===== src/rtl/ecs8_owr_mst.sv =====
// 1-wire bus master: one slot (write 0/1, read, reset/presence) per command on one of OWN channels.
// Slot timing is counted in time-base ticks of CDR_N (normal) or CDR_O (overdrive) clk cycles.
module ecs8_owr_mst #(
   parameter int OWN   = 1,
   parameter int CDR_N = 33,
   parameter int CDR_O = 4,
   localparam int SW   = (OWN > 1) ? $clog2(OWN) : 1
) (
   input  logic           clk,
   input  logic           rst_n,
   input  logic           cmd_valid,
   output logic           cmd_ready,
   input  logic [1:0]     cmd_op,
   input  logic [SW-1:0]  cmd_sel,
   input  logic           cmd_ovd,
   input  logic           cmd_pwr,
   output logic           rsp_valid,
   output logic           rsp_data,
   output logic [OWN-1:0] owr_e,
   output logic [OWN-1:0] owr_p,
   input  logic [OWN-1:0] owr_i
);
   localparam int CDR_MAX = (CDR_N > CDR_O) ? CDR_N : CDR_O;
   localparam int PW      = $clog2(CDR_MAX + 1);
   localparam logic [PW-1:0] CDR_N_M1 = PW'(CDR_N - 1);
   localparam logic [PW-1:0] CDR_O_M1 = PW'(CDR_O - 1);

   typedef enum logic [1:0] {IDLE = 2'd0, RUN = 2'd1, RSP = 2'd2} state_t;

   state_t          state, state_nx;
   logic [PW-1:0]   pre, pre_nx;
   logic [9:0]      t, t_nx, t_inc;
   logic [1:0]      op_q, op_nx;
   logic [SW-1:0]   sel_q, sel_nx;
   logic            ovd_q, pwr_q;
   logic [OWN-1:0]  sync1, sync2;
   logic [OWN-1:0]  sel_oh, sel_oh_nx;
   logic [OWN-1:0]  owr_e_nx, owr_p_nx;
   logic            smp, smp_en, fin, tick, accept, e_on, rsp_nx;
   logic [PW-1:0]   cdr_m1;

   function automatic logic [9:0] f_low(input logic [1:0] op);
      case (op)
         2'b00:   f_low = 10'd60;
         2'b11:   f_low = 10'd480;
         default: f_low = 10'd6;
      endcase
   endfunction

   function automatic logic [9:0] f_smp(input logic [1:0] op);
      f_smp = (op == 2'b11) ? 10'd550 : 10'd15;
   endfunction

   function automatic logic [9:0] f_end(input logic [1:0] op);
      f_end = (op == 2'b11) ? 10'd960 : 10'd64;
   endfunction

   assign cmd_ready = (state == IDLE);
   assign rsp_valid = (state == RSP);
   assign accept    = cmd_valid && (state == IDLE);
   assign cdr_m1    = ovd_q ? CDR_O_M1 : CDR_N_M1;
   assign tick      = (pre == cdr_m1);
   assign t_inc     = t + 10'd1;

   always_comb begin
      op_nx  = op_q;
      sel_nx = sel_q;
      if (accept) begin
         op_nx  = cmd_op;
         sel_nx = cmd_sel;
      end
      for (int i = 0; i < OWN; i++) begin
         sel_oh[i]    = (sel_q == SW'(i));
         sel_oh_nx[i] = (sel_nx == SW'(i));
      end
   end

   always_comb begin
      state_nx = state;
      pre_nx   = pre;
      t_nx     = t;
      smp_en   = 1'b0;
      fin      = 1'b0;
      case (state)
         IDLE: begin
            if (accept) begin
               state_nx = RUN;
               pre_nx   = '0;
               t_nx     = '0;
            end
         end
         RUN: begin
            if (tick) begin
               pre_nx = '0;
               t_nx   = t_inc;
               smp_en = (t_inc == f_smp(op_q));
               if (t_inc == f_end(op_q)) begin
                  state_nx = RSP;
                  fin      = 1'b1;
               end
            end else begin
               pre_nx = pre + PW'(1);
            end
         end
         RSP:     state_nx = IDLE;
         default: state_nx = IDLE;
      endcase
   end

   // Out-of-range selects match no one-hot bit, so they drive nothing and report 0.
   always_comb begin
      e_on     = (state_nx == RUN) && (t_nx < f_low(op_nx));
      owr_e_nx = e_on ? sel_oh_nx : '0;
      owr_p_nx = owr_p;
      if (accept)
         owr_p_nx = '0;
      else if (fin && pwr_q)
         owr_p_nx = owr_p | sel_oh;
      rsp_nx = rsp_data;
      if (fin)
         rsp_nx = (|sel_oh) & ((op_q == 2'b11) ? ~smp : smp);
   end

   always_ff @(posedge clk or negedge rst_n) begin
      if (!rst_n) begin
         state    <= IDLE;
         pre      <= '0;
         t        <= '0;
         sync1    <= '0;
         sync2    <= '0;
         owr_e    <= '0;
         owr_p    <= '0;
         rsp_data <= 1'b0;
      end else begin
         state    <= state_nx;
         pre      <= pre_nx;
         t        <= t_nx;
         sync1    <= owr_i;
         sync2    <= sync1;
         owr_e    <= owr_e_nx;
         owr_p    <= owr_p_nx;
         rsp_data <= rsp_nx;
      end
   end

   always_ff @(posedge clk) begin
      if (accept) begin
         op_q  <= cmd_op;
         sel_q <= cmd_sel;
         ovd_q <= cmd_ovd;
         pwr_q <= cmd_pwr;
      end
      if (smp_en)
         smp <= |(sync2 & sel_oh);
   end
endmodule

===== config.mk =====
export PLATFORM = sky130hd
export DESIGN_NAME = ecs8_owr_mst
export DESIGN_NICKNAME = d
export VERILOG_FILES = /design/src/rtl/ecs8_owr_mst.sv
export SDC_FILE = /design/constraint.sdc
export NUM_CORES = 1
export LEC_CHECK = 0
export BUFFER_PORTS_ARGS = -buffer_cell sky130_fd_sc_hd__buf_4
export CAP_MARGIN = 30
export CORE_ASPECT_RATIO = 0.6
export CORE_MARGIN = 2
export CORE_UTILIZATION = 58
export DETAILED_ROUTE_END_ITERATION = 12
export GPL_TIMING_DRIVEN = 1
export HOLD_SLACK_MARGIN = 0.06
export PLACE_DENSITY_LB_ADDON = 0.08
export SYNTH_ARGS = -nofsm -noshare
export SYNTH_HDL_FRONTEND = slang
export SYNTH_SLANG_ARGS = --single-unit

===== constraint.sdc =====
create_clock -name clk -period 4.1 [get_ports clk]
set_input_delay 0.82 -clock clk [delete_from_list [all_inputs] [get_ports clk]]
set_output_delay 0.82 -clock clk [all_outputs]
set_load 0.01 [all_outputs]

## Word-level counts from Yosys, hierarchy flattened

Index checks and enable logic that the tools add are counted.

- Memories: 0
- Bits of input ports: 9
- Bits in read-only memories: 0
- Bits in registers: 29
- Latch bits: 0
- Bits in writable memories: 0
- Output and inout port bits: 5

- $lt $le $gt $ge: 1
- Equality and inequality tests: 9
- Divide/modulo/power cells: 0
- Bitwise gates (word level): 6
- Muxes and demuxes: 25
- Multipliers: 0
- Reductions and logical operators: 8
- Add/sub/neg operators: 2
- Shift-type cells: 0

Operators by type and width:

| kind | number |
|---|---|
| 2-to-1 mux 10 bit | 4 |
| equality test 10 bit | 2 |
| one-hot mux 10 bit (2 select lines) | 1 |
| 2-to-1 mux 6 bit | 3 |
| one-hot mux 9 bit (2 select lines) | 1 |
| one-hot mux 6 bit (2 select lines) | 1 |
| adder 10 x 1 -> 10 bit, second input constant | 1 |
| less-than comparator 10 bit | 1 |
| 2-to-1 mux 1 bit | 10 |
| 2-to-1 mux 2 bit | 4 |
| adder 6 x 1 -> 6 bit, second input constant | 1 |
| equality test 2 bit, second input constant | 3 |
| equality test 6 bit | 1 |
| equality test 2 x 1 -> 1 bit, second input constant | 2 |
| logical NOT 2 bit | 2 |
| one-hot mux 2 bit (2 select lines) | 1 |
| nonzero test 2 bit | 2 |
| logical AND 1 bit | 3 |
| NOT 1 bit | 3 |
| AND 1 bit | 2 |
| != test 2 x 1 -> 1 bit, second input constant | 1 |
| AND reduction 2 bit | 1 |
| OR 1 bit | 1 |

## Logic depth before layout (Yosys ltp)

- Word-level depth: 9
- Gate-level depth with buffers: 14
- Depth with buffers taken out: 14

## Least setup slack after synthesis

No wires, ideal clock.

- Kind: flip-flop to flip-flop
- Start: register pre[0]
- End: register owr_e
- Cell stages (with the launch flop): 11
- Library setup time: 0.068 ns
- Data required time: 4.032 ns
- Path slack: 1.174 ns
- Data arrival time: 2.858 ns
- Buffers on the path: 1
- Cells stage by stage: dfrtp_1 -> nor4b_4 -> o211ai_1 -> clkbuf_1 -> o41ai_1 -> ha_1 -> a21oi_1 -> nor2b_1 -> or4_4 -> a221oi_2 -> and4b_1

- Word-level cells in the longest chain between the ends: 6
- Elaborated cells on any way between the ends: 9
- Those cells by class: order compare: 1; eq/ne: 2; mux: 5; reduce/logical: 1

RTL lines:

| item | RTL line | text |
|---|---|---|
| start, declared | 31 | `logic [PW-1:0] pre, pre_nx;` |
| start signal, assigned | 136 | `pre <= pre_nx;` |
| equality test 6 bit | 62 | `assign tick = (pre == cdr_m1);` |
| 2-to-1 mux 10 bit | 93 | `if (tick) begin` |
| one-hot mux 10 bit (2 select lines) | 84 | `case (state)` |
| net t_nx[7] | 32 | `logic [9:0] t, t_nx, t_inc;` |
| less-than comparator 10 bit | 112 | `e_on = (state_nx == RUN) && (t_nx < f_low(op_nx));` |
| logical AND 1 bit | 112 |  |
| 2-to-1 mux 1 bit | 113 | `owr_e_nx = e_on ? sel_oh_nx : '0;` |
| net owr_e_nx | 38 | `logic [OWN-1:0] owr_e_nx, owr_p_nx;` |
| end signal, assigned | 140 | `owr_e <= owr_e_nx;` |
| end, declared | 19 | `output logic [OWN-1:0] owr_e,` |

The timed path passes the listed nets, and every way through them passes these cells.
A chain may end at the register's enable or synchronous reset.

## Worst setup path after layout

Ends and elaborated chain as after synthesis.

==> impl_results.md <==
- Cell Chain, Critical Path: nor4b_4 -> o211ai_1 -> o41ai_1 -> ha_1 -> a21oi_1 -> nor2b_1 -> or4_4 -> a221oi_2 -> and4b_1
- Vias per std cell: between 6 and 7
- Syn nets: about 220
- Crit. End Element: flop
- RSZ-0062 raised after global routing: false
- Final wirelength: roughly 5000 um
- Vias in the first global route: 1648
- Clock Path Buffers: 2
- Setup-failing EPs final: 0
- Clock root cell: clkbuf_8
- Worst EP required: 4.33 ns
- Maximum VDD drop: 0.3600 mV
- Antenna violations before repair: 0
- Final nets: about 240
- DRC: 0
- DR pass1 iterations: 5
- Tot GR Track Use: 0.2877
- Cell area after synthesis: 1911 um^2
- Die height: between 40 and 50 um
- Row Count: 16
- Yosys warning total: 0
- GR Overflow Total: 0
- Power Dens Cells: 542.4 nW/um^2
- Mean Syn Cell Area: 9.412 um^2
- DR iter-0 viols: about 250
- Rel. slew slack: 0.5228
- Design area: 2122 um^2
- Setup Crit Path Kind: flop to flop
- Post-synthesis sequential area ratio: 0.3798
- Pleak: 0.0009269 uW
- Clock Sinks: 29
- Slew @ Worst Pin: 0.7143 ns
- Mapped Cells: 203
- Routed len/inst: 19.00 um
- Largest net degree at the start of global routing: 24
- TritonCTS clock tree: built
- Core area: between 3000 and 4000 um^2
- N_diodes: 0
- # hold bufs at CTS: 0
- Synth Register Bits: 29
- Share of cells above drive strength 1: 0.1574
- Crit-path slowest cell: o41ai_1
- Final hold violation count: 0
- FMAX: 297.3 MHz
- Inserted Clock Buffers: 5
- CP Launch Type: flop
- Final Cycle Share: 0.8204
- Minimum clock period after layout: 3.364 ns
- Crit path buf inv count: 0
- Via count: 1713
- Maxcap violations: 0
- Area Growth Syn to Fin: 11.07%
- Layout Cells excl Fill: 261
- Post-DP HPWL: around 3700 um
- Port Buffer Count: 13
- Worst-skew pair later-pin latency: 0.29 ns
- Placement Cell Area: just over 2000 um^2
- Max Fanout on Critical Path: 7
- Post-DRT Antenna Nets: 0
- Final number of max-transition violations: 0
- Crit path max-delay family: compound AO/OA/AOI/OAI gates
- Initial Utilization: 0.5965
- Global-route wire length before repair: 8307 um
- Worst path max stage delay: 0.69 ns
- DIE AREA: 3784 um^2
- Utilization after layout: 0.6625
- Routability-driven placement congestion ratio: 0.9131
- Die width: 78.10 um
- Async set or reset register ratio after synthesis: 0.7931
- FF-to-FF setup slack: 0.74 ns
- Dpl cells: roughly 250
- Htree depth: 2
- Critical path arrival: 3.59 ns
- Hold_ws: 0.3613 ns
- Setup Total Neg Slack: 0 ns
- Layout Skew: 0.003795 ns
- Worst Hold Class: flop to flop
- IO Count: 14
- Synth cell types: 59
- Filler cell count in the final layout: 260
- EDFF count, synth: 3
- CTS resizes: 0
- Clock-pin slew on the worst setup and hold paths: 0.07 ns
- Status: complete, no violations
- Top_reg_cell synth: dfrtp_1
- Postcts setup bufs: 0
## sequential cells by signal (all words and copies together), names as in the netlist, 2 cells and up
signal and flops:
pre 6, state 2, t 10, op_q 2
## synth_stat cells, drive strengths merged (4+ instances only)
library cell,number,area (um^2)
nor2b,5,31.28
nand2,12,52.55
nand3,9,45.04
inv,9,36.29
and3,4,25.02
dfrtp,23,575.6
o21ai,14,70.06
a21o,4,30.03
nor2,17,66.32
nor3,6,30.03
a21oi,7,35.03
o211ai,4,30.03
clkbuf,7,26.28
xor2,4,35.03
ha,12,150.1
nand4,8,50.05
## worst reg2reg max path, delay by kind of cell, from the launching register on
family / cells / cell delay [ns]
AOI/OAI and AO/OA: 4 / 1.40
DFF: 1 / 0.47
adders and majority gates: 1 / 0.37
and+or+nand+nor: 4 / 1.06
## power breakdown
group          switching (uW)  total (uW)  internal, uW
registers                 138         498           360
clock network             115         232           117
logic                     219         421           202
## cell usage in the layout, fill, tap and decap left out, drive strengths merged, types with 5 or more instances in the layout
| cell | count |
|---|---|
| nand3 | 9 |
| nor3 | 6 |
| nand4 | 8 |
| nor2 | 17 |
| dfrtp | 23 |
| buf | 14 |
| a21oi | 7 |
| inv | 9 |
| nor2b | 5 |
| o21ai | 14 |
| clkbuf | 5 |
| nand2 | 12 |
| ha | 12 |
## per-stage QoR
step / total power [uW] / worst slack [ns]
floorplan: 779.4 / 1.174
global placement: 880.4 / 0.8830
CTS: 1136 / 0.7978
detailed placement: 900.3 / 0.8182
global route: 1215 / 0.5639
finish: 1151 / 0.7364
## final cells by class
class | count | area [um^2] | area share
sequential | 29 | 725.7 | 0.3420
multi-input combinational | 156 | 1112 | 0.5242
clock buffer | 5 | 68.82 | 0.03243
timing repair buffer | 14 | 105.1 | 0.04953
clock inverter | 3 | 17.52 | 0.008255
tap | 45 | 56.30 | 0.02653
inverter | 9 | 36.28 | 0.01710
## kinds of logic (layout without fill, tap and decap cells)
group / Yosys count / count (layout) / share of synthesized area
buf+inv: 18 / 31 / 0.03799
simple gates: 82 / 82 / 0.2535
fa+ha+maj: 12 / 12 / 0.07858
flops: 29 / 29 / 0.3798
compound gates: 51 / 51 / 0.1938
mux: 4 / 4 / 0.02423
xor+xnor: 7 / 7 / 0.03209
## layer usage
metal	GRT usage	wire length, um
met1	0.4196	2311
met2	0.4124	2036
met3	0.07836	506
met4	0.1023	104
met5	0	0
## final timing paths
kind | depth (start not counted) | end | from
setup / recovery | 9 | owr_e$_DFF_PN0_ | pre[0]$_DFFE_PN0P_
hold / removal | 0 | sync2$_DFF_PN0_ | sync1$_DFF_PN0_
setup reg to reg | 9 | owr_e$_DFF_PN0_ | pre[0]$_DFFE_PN0P_
hold reg to reg | 0 | sync2$_DFF_PN0_ | sync1$_DFF_PN0_
max in group asynchronous | 1 | rsp_data$_DFFE_PN0P_ | rst_n
min in group asynchronous | 1 | t[4]$_DFF_PN0_ | rst_n
No activity file was read; power rests on OpenSTA's default activity.
